## config.mk

```make
export PLATFORM = sky130hd
export DESIGN_NAME = multi_port_fifo
export DESIGN_NICKNAME = d
export VERILOG_FILES = /design/src/rtl/multi_port_fifo_pkg.sv /design/src/rtl/multi_port_fifo_ring_ptr_add.sv /design/src/rtl/multi_port_fifo.sv
export SDC_FILE = /design/constraint.sdc
export NUM_CORES = 1
export LEC_CHECK = 0
export BUFFER_PORTS_ARGS = -buffer_cell sky130_fd_sc_hd__buf_2
export CORE_UTILIZATION = 35
export CTS_CLUSTER_SIZE = 40
export DETAILED_ROUTE_END_ITERATION = 12
export GPL_TIMING_DRIVEN = 1
export HOLD_SLACK_MARGIN = 0.1
export PLACE_DENSITY_LB_ADDON = 0.3
export SKIP_CTS_REPAIR_TIMING = 1
export SYNTH_ARGS = -nofsm -noshare
export SYNTH_HDL_FRONTEND = slang
export SYNTH_SLANG_ARGS = --single-unit
```

## constraint.sdc

```tcl
create_clock -name clk -period 4 [get_ports clk]
set_input_delay 0.6 -clock clk [delete_from_list [all_inputs] [get_ports clk]]
set_output_delay 0.6 -clock clk [all_outputs]
set_load 0.1 [all_outputs]
```

## src/rtl/multi_port_fifo_pkg.sv

```systemverilog
// Shared sizing helpers for the multi-port FIFO and its pointer adder.
package fifo_pkg;

  // Width needed to hold an occupancy value in 0..depth.
  function automatic int unsigned cnt_w(input int unsigned depth);
    return $clog2(depth + 1);
  endfunction

  // Width of a ring index in 0..depth-1 (at least one bit).
  function automatic int unsigned ptr_w(input int unsigned depth);
    return (depth > 1) ? $clog2(depth) : 1;
  endfunction

endpackage

```

## src/rtl/multi_port_fifo_ring_ptr_add.sv

```systemverilog
// Combinational (ptr + inc) mod DEPTH for inc <= DEPTH, valid for any DEPTH.
module ring_ptr_add
  import fifo_pkg::*;
#(
  parameter int unsigned DEPTH = 8,
  parameter int unsigned PW    = ptr_w(DEPTH),
  parameter int unsigned IW    = cnt_w(DEPTH)
) (
  input  logic [PW-1:0] i_ptr,
  input  logic [IW-1:0] i_inc,
  output logic [PW-1:0] o_sum
);

  // One spare bit holds ptr+inc (at most 2*DEPTH-1) before the wrap.
  localparam int unsigned SW = PW + 1;

  logic [SW-1:0] w_sum;

  // Add, then subtract DEPTH once if the sum ran past the end of the ring.
  always_comb begin
    w_sum = SW'(i_ptr) + SW'(i_inc);
    if (w_sum >= SW'(DEPTH)) begin
      o_sum = PW'(w_sum - SW'(DEPTH));
    end else begin
      o_sum = PW'(w_sum);
    end
  end

endmodule

```

## src/rtl/multi_port_fifo.sv

```systemverilog
// Multi-port circular FIFO with first-word-fall-through reads and sync flush.
module multi_port_fifo
  import fifo_pkg::*;
#(
  parameter int unsigned DATA_WIDTH   = 32,
  parameter int unsigned DEPTH        = 8,
  parameter int unsigned WR_PORTS     = 2,
  parameter int unsigned RD_PORTS     = 2,
  parameter int unsigned AFULL_THRESH = DEPTH - WR_PORTS
) (
  input  logic                           clk,
  input  logic                           rst_n,
  input  logic                           flush,
  input  logic [WR_PORTS-1:0]            wr_en,
  input  logic [WR_PORTS*DATA_WIDTH-1:0] wr_data,
  output logic [WR_PORTS-1:0]            wr_ready,
  input  logic [RD_PORTS-1:0]            rd_en,
  output logic [RD_PORTS-1:0]            rd_valid,
  output logic [RD_PORTS*DATA_WIDTH-1:0] rd_data,
  output logic [cnt_w(DEPTH)-1:0]        count,
  output logic [cnt_w(DEPTH)-1:0]        free,
  output logic                           empty,
  output logic                           full,
  output logic                           almost_full
);

  localparam int unsigned CW = cnt_w(DEPTH);
  localparam int unsigned PW = ptr_w(DEPTH);

  logic [DATA_WIDTH-1:0] r_mem [DEPTH];
  logic [PW-1:0]         r_rd_ptr;
  logic [PW-1:0]         r_wr_ptr;
  logic [CW-1:0]         r_count;

  logic [CW-1:0]         w_free;
  logic [WR_PORTS-1:0]   w_wr_acc;
  logic [RD_PORTS-1:0]   w_rd_acc;
  logic [CW-1:0]         w_n_wr;
  logic [CW-1:0]         w_n_rd;
  logic [PW-1:0]         w_wr_ptr_nxt;
  logic [PW-1:0]         w_rd_ptr_nxt;
  logic [PW-1:0]         w_wr_slot [WR_PORTS];
  logic [PW-1:0]         w_rd_slot [RD_PORTS];
  logic [CW:0]           w_cnt_sum;
  logic [CW-1:0]         w_cnt_nxt;

  assign w_free = CW'(DEPTH) - r_count;

  // Write lanes: readiness from registered free space only, slot = wr_ptr+i.
  for (genvar gi = 0; gi < WR_PORTS; gi++) begin : g_wr
    assign wr_ready[gi] = (w_free > CW'(gi));
    assign w_wr_acc[gi] = wr_en[gi] & wr_ready[gi];
    ring_ptr_add #(.DEPTH(DEPTH), .PW(PW), .IW(CW)) u_wr_slot (
      .i_ptr (r_wr_ptr),
      .i_inc (CW'(gi)),
      .o_sum (w_wr_slot[gi])
    );
  end

  // Read lanes: FWFT view of head+i, zeroed when the lane holds nothing.
  for (genvar gr = 0; gr < RD_PORTS; gr++) begin : g_rd
    assign rd_valid[gr] = (r_count > CW'(gr));
    assign w_rd_acc[gr] = rd_en[gr] & rd_valid[gr];
    ring_ptr_add #(.DEPTH(DEPTH), .PW(PW), .IW(CW)) u_rd_slot (
      .i_ptr (r_rd_ptr),
      .i_inc (CW'(gr)),
      .o_sum (w_rd_slot[gr])
    );
    assign rd_data[gr*DATA_WIDTH +: DATA_WIDTH] =
      rd_valid[gr] ? r_mem[w_rd_slot[gr]] : '0;
  end

  // Number of lanes accepted this cycle on each side.
  always_comb begin
    w_n_wr = '0;
    w_n_rd = '0;
    for (int unsigned i = 0; i < WR_PORTS; i++) begin
      w_n_wr = w_n_wr + CW'(w_wr_acc[i]);
    end
    for (int unsigned i = 0; i < RD_PORTS; i++) begin
      w_n_rd = w_n_rd + CW'(w_rd_acc[i]);
    end
  end

  ring_ptr_add #(.DEPTH(DEPTH), .PW(PW), .IW(CW)) u_wr_adv (
    .i_ptr (r_wr_ptr),
    .i_inc (w_n_wr),
    .o_sum (w_wr_ptr_nxt)
  );

  ring_ptr_add #(.DEPTH(DEPTH), .PW(PW), .IW(CW)) u_rd_adv (
    .i_ptr (r_rd_ptr),
    .i_inc (w_n_rd),
    .o_sum (w_rd_ptr_nxt)
  );

  // Next occupancy at one extra bit, held inside 0..DEPTH.
  always_comb begin
    w_cnt_sum = (CW+1)'(r_count) + (CW+1)'(w_n_wr) - (CW+1)'(w_n_rd);
    // Top bit set can only mean the subtraction went below zero.
    if (w_cnt_sum[CW]) begin
      w_cnt_nxt = '0;
    end else if (w_cnt_sum[CW-1:0] > CW'(DEPTH)) begin
      w_cnt_nxt = CW'(DEPTH);
    end else begin
      w_cnt_nxt = w_cnt_sum[CW-1:0];
    end
  end

  // Pointer and occupancy state; flush discards any same-cycle traffic.
  always_ff @(posedge clk or negedge rst_n) begin
    if (!rst_n) begin
      r_rd_ptr <= '0;
      r_wr_ptr <= '0;
      r_count  <= '0;
    end else if (flush) begin
      r_rd_ptr <= '0;
      r_wr_ptr <= '0;
      r_count  <= '0;
    end else begin
      r_rd_ptr <= w_rd_ptr_nxt;
      r_wr_ptr <= w_wr_ptr_nxt;
      r_count  <= w_cnt_nxt;
    end
  end

  // Ring storage: accepted lanes land at wr_ptr+i; contents are not reset.
  always_ff @(posedge clk) begin
    if (!flush) begin
      for (int unsigned i = 0; i < WR_PORTS; i++) begin
        if (w_wr_acc[i]) begin
          r_mem[w_wr_slot[i]] <= wr_data[i*DATA_WIDTH +: DATA_WIDTH];
        end
      end
    end
  end

  assign count       = r_count;
  assign free        = w_free;
  assign empty       = (r_count == '0);
  assign full        = (r_count == CW'(DEPTH));
  assign almost_full = (r_count >= CW'(AFULL_THRESH));

endmodule
```

==> results.yml, run 1 <==
synth:
  synth_fp_nets: 1089
  ys_types: 39
  synth_warnings: 0
  synthCells: 996
  yosysTopAreaCell: "edfxtp_1"
  synth.area.top_cells: "edfxtp_1 (47%), mux4_2 (18%), mux2_2 (9.7%)"
  yosysMostFrequentCell: "edfxtp_1"
  synth_flop_cell: "edfxtp_1"
  ys_seq_area_share_pct: 48.97
  syn_area_sq_um: 16210
  synth-edff-count: 256
  synth_commonest_cells: "edfxtp_1 (256), mux2_2 (140), mux4_2 (128), mux2_4 (87), nand2_1 (70)"
  avgSynthCellArea_sq_um: 16.28
  ys_ff_latch: 266
  synth_top_cell_area_share_pct: 47.42
  ys_async_sr_fraction_pct: 3.759
detailed_routing:
  drtAntennaViolNets: 0
  vias: 9723
  route.detailed.drc: 0
  wl_per_cell_um: 25.32
  drt-total-wl_um: 45000
  initialDrtViolationCount: 615
  via_per_inst: 5.472
  drtPass1Iterations: 5
clocking:
  cts_tree: "done"
  clockBufferDepth: 3
  insertion_delay_ns: 0.59
  root_buffer: "clkbuf_16"
  clkTransAtPathRegs_ns: 0.06
  cts.sinks: 266
  cts_made_buffers: 31
  h-tree-depth: 1
placed_design:
  dpl_cell_area_sq_um: 17910
  hpwl_um: 27790
  place_congestion: 0.7473
  portBuffers: 149
global_route:
  antenna_found_initial: 9
  grt_pass1_wl_um: 66050
  globalRouteOverflowTotal: 0
  grt_max_degree: 130
  grt.total_usage_pct: 19.00
  grt_pass1_vias: 10110
setup_path:
  critical_path_peak_fanout: 14
  critPathLaunchType: "flop"
  cp-end-kind: "output port"
  crit_required_ns: 3.40
  path_class: "flop to output port"
  reg2reg_depth: 16
  cp.arrival_ns: 3.14
timing:
  slew_headroom_pct: 27.52
  slew_viol_final: 0
  min_period_ns: 3.737
  grt_setup_unrepaired: "false"
  max_freq_ghz: 0.2676
  holdWs_ns: 0.3890
  clock_skew_ns: 0.02502
  finalSetupViolations: 0
  period_share_pct: 93.43
  tightestPinTransition_ns: 1.087
  finalHoldViolCount: 0
layout:
  layout-drive-gt1-share_pct: 54.40
  area_growth_pct: 17.03
  fillers: 4158
  final_util_pct: 41.63
  finish.instance_area_sq_um: 18970
  nets: 1241
floorplan:
  die_w_um: 217.2
  rows: 78
  die_y_um: 217.2
  ios: 150
  die_area_sq_um: 47180
  fp.coreArea_sq_um: 45580
  start_util_pct: 35.57
pwr:
  power_density_nw_per_um2: 707.3
  total_leakage_power_nw: 6.817
  ir_worst_vdd_mv: 0.5508
job:
  maxCapViolCount: 0
min_path:
  min_path_cells: 2
  min_path_type: "input pin to flop"
outcome:
  status: "completed"
==> logic make-up (layout without fill, tap and decap cells) <==
kind of cell               count (synthesis)  in the layout  synth area share (%)
and+or+nand+nor                          145            145                 4.384
adders and majority gates                 22             22                 1.883
other                                      0              6                     0
xor gates and xnor gates                  10             10                0.5403
buffers and inverters                     88            263                 2.941
DFF                                      266            266                 48.97
muxes                                    417            417                 39.62
AOI/OAI and AO/OA                         48             48                 1.667
==> metrics by stage <==
stage,cells,setup WS [ns],total power [mW],TNS [ns]
2_1_floorplan,996,-0.4669,9.133,-119.50
3_3_place_gp,1713,0.3359,10.62,0
3_5_place_dp,1713,0.1865,10.66,0
4_1_cts,1769,0.03470,13.48,0
5_1_grt,1776,0.009260,14.00,0
6_report,1777,0.2627,13.42,0
==> power breakdown <==
| part | switching (mW) | internal, mW |
|---|---|---|
| clock | 1.16 | 1.65 |
| combinational | 4.59 | 2.23 |
| sequential | 0.226 | 3.56 |
| total | 5.97 | 7.45 |
==> metal layers <==
layer	vias to the layer above	wire, um	track usage (%)
met5	-	35	0
met4	6	930	5.610
met3	62	2252	2.795
li1	4295	-	-
met2	267	21440	30.87
met1	5093	20340	26.28
==> final cells by class <==
| type | count | area (sq um) | area share [%] |
|---|---|---|---|
| multi-input cells | 642 | 7986 | 42.10 |
| well taps | 600 | 750.7 | 3.957 |
| diodes | 6 | 15.01 | 0.07914 |
| flip-flops and latches | 266 | 7961 | 41.96 |
| clock inverters | 11 | 122.6 | 0.6463 |
| inverters | 17 | 67.56 | 0.3561 |
| repair buffers | 190 | 1189 | 6.265 |
| clock buffers | 45 | 879.6 | 4.636 |
==> worst max-delay path, stage by stage (launching register included) <==
cell	delay, ns
dfrtp_4	0.60
ha_4	0.55
buf_4	0.30
mux4_2	0.26
nand2_1	0.06
a21oi_1	0.28
buf_2	0.49
==> sequential cells by signal (all words and copies together) (netlist names) <==
| name | count |
|---|---|
| r_wr_ptr | 3 |
| count | 4 |
| r_mem | 256 |
| r_rd_ptr | 3 |
==> cells in the final DEF (no fill, tap or decap), types with 7 or more instances in the layout <==
| cell type | instances |
|---|---|
| edfxtp_1 | 256 |
| buf_2 | 149 |
| mux2_2 | 140 |
| mux4_2 | 128 |
| mux2_4 | 87 |
| nand2_1 | 69 |
| nor2_1 | 34 |
| a21oi_1 | 34 |
| mux2i_1 | 32 |
| clkbuf_16 | 32 |
| buf_4 | 30 |
| mux2_1 | 29 |
| ha_1 | 16 |
| inv_1 | 13 |
| clkbuf_1 | 10 |
| nor2_2 | 9 |
| buf_12 | 9 |
| o31ai_4 | 8 |
| xnor2_1 | 7 |
==> final timing paths <==
check | from | to | slack [ns]
max | r_rd_ptr[1] | rd_data[51] | 0.26
min | flush | r_wr_ptr[2] | 0.39
max reg2reg | count[1] | count[1] | 0.27
min reg2reg | r_wr_ptr[2] | r_wr_ptr[2] | 0.64
max in group asynchronous | rst_n | r_rd_ptr[1] | 3.35
min in group asynchronous | rst_n | count[2] | 0.41
(Power assumes the default switching activity.)
==> run 2: changes to the inputs <==
--- a/config.mk
+++ b/config.mk
@@ -11,6 +11,7 @@
 export DETAILED_ROUTE_END_ITERATION = 12
 export GPL_TIMING_DRIVEN = 1
 export HOLD_SLACK_MARGIN = 0.1
+export MAX_ROUTING_LAYER = met4
 export PLACE_DENSITY_LB_ADDON = 0.3
 export SKIP_CTS_REPAIR_TIMING = 1
 export SYNTH_ARGS = -nofsm -noshare
==> results.yml, run 2 (synthesized netlist as in run 1, its figures left out) <==
clocking:
  clockBufferDepth: 3
  cts.sinks: 266
  root_buffer: "clkbuf_16"
  cts_tree: "done"
  insertion_delay_ns: 0.59
  h-tree-depth: 1
  clkTransAtPathRegs_ns: 0.06
  cts_made_buffers: 31
layout:
  layout_common_cells: "edfxtp_1 (256), buf_2 (149), mux2_2 (140)"
  fillers: 4155
  largest_register_ffs: 256
  instances_no_fill: 1780
  nets: 1241
  layout-drive-gt1-share_pct: 54.40
  area_growth_pct: 17.08
  finish.instance_area_sq_um: 18980
  final_common_cell: "edfxtp_1"
pwr:
  switchingPower_mw: 5.982
  power.internal_mw: 7.444
  ir_worst_vdd_mv: 0.5529
  total_leakage_power_nw: 6.817
  p_clk_share_pct: 20.9
  netSwitchingFraction_pct: 44.56
  comb_power_share_pct: 50.9
  power_density_nw_per_um2: 707.4
  power_mw: 13.43
  sequentialPowerShare_pct: 28.2
detailed_routing:
  initialDrtViolationCount: 584
  drt-total-wl_um: 45070
  vias: 9798
  wl_per_cell_um: 25.32
  drtPass1Iterations: 4
  route.detailed.drc: 0
  drtAntennaViolNets: 0
  via_per_inst: 5.504
timing:
  period_share_pct: 93.44
  tightestPinTransition_ns: 1.085
  holdWs_ns: 0.3854
  grt_setup_unrepaired: "false"
  min_period_ns: 3.738
  clock_skew_ns: 0.02738
  finalSetupViolations: 0
  max_freq_ghz: 0.2675
  finalHoldViolCount: 0
  slew_viol_final: 0
  slew_headroom_pct: 27.64
placed_design:
  hpwl_um: 27790
  place_congestion: 0.7567
  portBuffers: 149
  dpl_cell_area_sq_um: 17910
  placed_cells: 1713
setup_path:
  critical_path_peak_fanout: 14
  rrSetupSlack_ns: 0.27
  crit_required_ns: 3.40
  cp-end-kind: "output port"
  critPathLaunchType: "flop"
  cp.arrival_ns: 3.14
  path_class: "flop to output port"
floorplan:
  die_y_um: 217.2
  ios: 150
  die_area_sq_um: 47180
  rows: 78
  start_util_pct: 35.57
  fp.coreArea_sq_um: 45580
  die_w_um: 217.2
global_route:
  grt_pass1_wl_um: 66010
  antenna_found_initial: 9
  grt_pass1_vias: 10131
  grt.total_usage_pct: 19.57
  grt_max_degree: 130
  globalRouteOverflowTotal: 0
outcome:
  status: "completed"
job:
  maxCapViolCount: 0
min_path:
  min_path_type: "input pin to flop"
## run 2: changes by cell type in the layout (fill, tap and decap cells not counted), sizes merged
cell and delta:
diode +3
## run 2: stage by stage
step           utilization (%)  setup TNS (ns)  setup slack, ns
3_5_place_dp             39.30               0           0.1865
2_1_floorplan                -         -119.50          -0.4669
6_report                 41.64               0           0.2623
5_1_grt                  41.64               0         0.009260
3_3_place_gp             39.30               0           0.3359
4_1_cts                  41.50               0          0.03470
## run 2: area by class of cell
type	count	area (sq um)	area share (%)
Inverter	17	67.56	0.3560
Clock inverter	11	122.6	0.6461
Multi-Input combinational cell	642	7986	42.08
Clock buffer	45	879.6	4.634
Timing Repair Buffer	190	1189	6.263
Sequential cell	266	7961	41.95
Antenna cell	9	22.52	0.1187
Tap cell	600	750.7	3.955
## run 2: routing by layer
layer | vias to the layer above | share of wire, % | GRT usage, %
met2 | 299 | 47 | 30.87
met1 | 5130 | 45 | 26.31
met4 | 0 | 2.5 | 5.704
met5 | - | 0 | -
met3 | 66 | 5.3 | 2.683
li1 | 4303 | - | -
## run 2: worst paths after layout
path                             startpoint          end  depth (start not counted)
worst max-delay path            r_rd_ptr[1]  rd_data[51]                          6
worst max register to register     count[1]     count[1]                         16
worst min register to register  r_wr_ptr[2]  r_wr_ptr[2]                          2
min in group asynchronous             rst_n     count[2]                          2
max in group asynchronous             rst_n  r_rd_ptr[1]                          2
worst min-delay path                  flush  r_wr_ptr[2]                          2
## run 2: critical path: stages, from the launching register on
cell	delay, ns
dfrtp_4	0.60
ha_4	0.54
buf_4	0.30
mux4_2	0.26
nand2_1	0.06
a21oi_1	0.29
buf_2	0.50
## run 2: power by group through the flow
| stage | Sequential, mW | Clock, mW | Combinational, mW |
|---|---|---|---|
| after floorplan | 3.80 | 0 | 5.34 |
| after global placement | 3.82 | 0 | 6.80 |
| after detailed placement | 3.84 | 0 | 6.82 |
| after CTS | 3.79 | 2.87 | 6.83 |
| after global routing | 3.83 | 2.98 | 7.19 |
| final | 3.79 | 2.81 | 6.83 |
==> run 3: changes to the inputs <==
==> constraint.sdc (replaced) <==
create_clock -name clk -period 4.7 [get_ports clk]
set_input_delay 0.705 -clock clk [delete_from_list [all_inputs] [get_ports clk]]
set_output_delay 0.705 -clock clk [all_outputs]
set_load 0.1 [all_outputs]
==> results.yml, run 3 (synthesized netlist as in run 1, its figures left out) <==
timing:
  setup_tns_ns: 0
  slew_headroom_pct: 14.29
  holdWs_ns: 0.5238
  slew_viol_final: 0
  min_period_ns: 4.219
  finalHoldViolCount: 0
  period_share_pct: 89.77
  clock_skew_ns: 0.01052
  tightestPinTransition_ns: 1.286
  finalSetupViolations: 0
  max_freq_ghz: 0.2370
  grt_setup_unrepaired: "false"
setup_path:
  rr_startpoint: "count[1]"
  rr_endpoint: "count[2]"
  cp-end-kind: "output port"
  cp.arrival_ns: 3.51
  path_class: "flop to output port"
  critical_path_peak_fanout: 36
  critPathLaunchType: "flop"
  crit_required_ns: 3.99
  rrSetupSlack_ns: 0.99
  reg2reg_depth: 16
  setup.worst_path.start: "r_rd_ptr[1]"
global_route:
  grt_pass1_wl_um: 66930
  globalRouteOverflowTotal: 0
  grt_pass1_vias: 10096
  grt_max_degree: 130
  grt.total_usage_pct: 19.83
  antenna_found_initial: 7
job:
  maxCapViolCount: 0
placed_design:
  placed_cells: 1711
  hpwl_um: 26730
  place_congestion: 0.7542
  portBuffers: 149
pwr:
  ir_worst_vdd_mv: 0.4098
  power_density_nw_per_um2: 606.8
  total_leakage_power_nw: 6.831
floorplan:
  ios: 150
  die_y_um: 217.2
  start_util_pct: 35.57
  die_w_um: 217.2
  die_area_sq_um: 47180
  rows: 78
  fp.coreArea_sq_um: 45580
detailed_routing:
  wl_per_cell_um: 25.52
  drt-total-wl_um: 45320
  vias: 9755
  initialDrtViolationCount: 594
  drtAntennaViolNets: 0
  route.detailed.drc: 0
  via_per_inst: 5.493
  drtPass1Iterations: 4
layout:
  final_common_cell: "edfxtp_1"
  area_growth_pct: 16.63
  nets: 1238
  largest_register_ffs: 256
  layout_common_cells: "edfxtp_1 (256), buf_2 (149), mux2_2 (140)"
  fillers: 4095
  instances_no_fill: 1776
  layout-drive-gt1-share_pct: 53.64
outcome:
  status: "completed"
clocking:
  clkTransAtPathRegs_ns: 0.06
  clockBufferDepth: 3
  cts_tree: "done"
  root_buffer: "clkbuf_16"
  insertion_delay_ns: 0.56
  cts.sinks: 266
  cts_made_buffers: 31
  h-tree-depth: 1
min_path:
  min_path_type: "input pin to flop"
  worstHoldStart: "flush"
  holdPathEnd: "r_rd_ptr[2]"
  min_path_cells: 2
[run 3: how the worst max path moves through the flow]
stage                        to  slack, ns  cells after the start
CTS                 rd_data[61]       0.40                      6
global placement    rd_data[62]       0.98                      6
finish              rd_data[32]       0.48                      6
global route        rd_data[62]       0.31                      6
floorplan           r_mem[3][0]       0.02                      6
detailed placement     count[2]       0.96                     15
[run 3: worst max-delay path: stages, from the launching register on]
cell	delay [ns]
dfrtp_4	0.74
ha_4	0.85
buf_12	0.26
mux4_2	0.23
nand2_1	0.05
a21oi_1	0.30
buf_2	0.50
[run 3: area by class of cell]
type | count | area, sq um | share of cell area (%)
repair buffers | 187 | 1071 | 5.665
multi-input cells | 642 | 7965 | 42.13
diodes | 7 | 17.52 | 0.09265
clock inverters | 18 | 210.2 | 1.112
flip-flops and latches | 266 | 7951 | 42.06
inverters | 17 | 63.81 | 0.3375
clock buffers | 39 | 875.8 | 4.633
well taps | 600 | 750.7 | 3.971
[run 3: per-stage QoR]
step	cell area, sq um	worst slack, ns	util [%]	total power, mW
2_1_floorplan	16230	0.01824	-	7.749
3_3_place_gp	17790	0.9817	39.04	8.993
3_5_place_dp	17790	0.9584	39.04	9.030
4_1_cts	18880	0.3971	41.42	11.58
5_1_grt	18910	0.3064	41.48	11.94
6_report	18910	0.4808	41.48	11.47
[run 3: where the power goes]
group	switching [mW]	internal, mW
clock	0.972	1.58
sequential	0.241	3.03
combinational	3.81	1.84
total	5.03	6.45
[run 3: per-layer routing]
layer  share of wire, %  GRT usage (%)
met1                 44          26.49
met2                 49          32.00
met3                4.7          2.460
met4                2.1          5.047
met5                  0              -
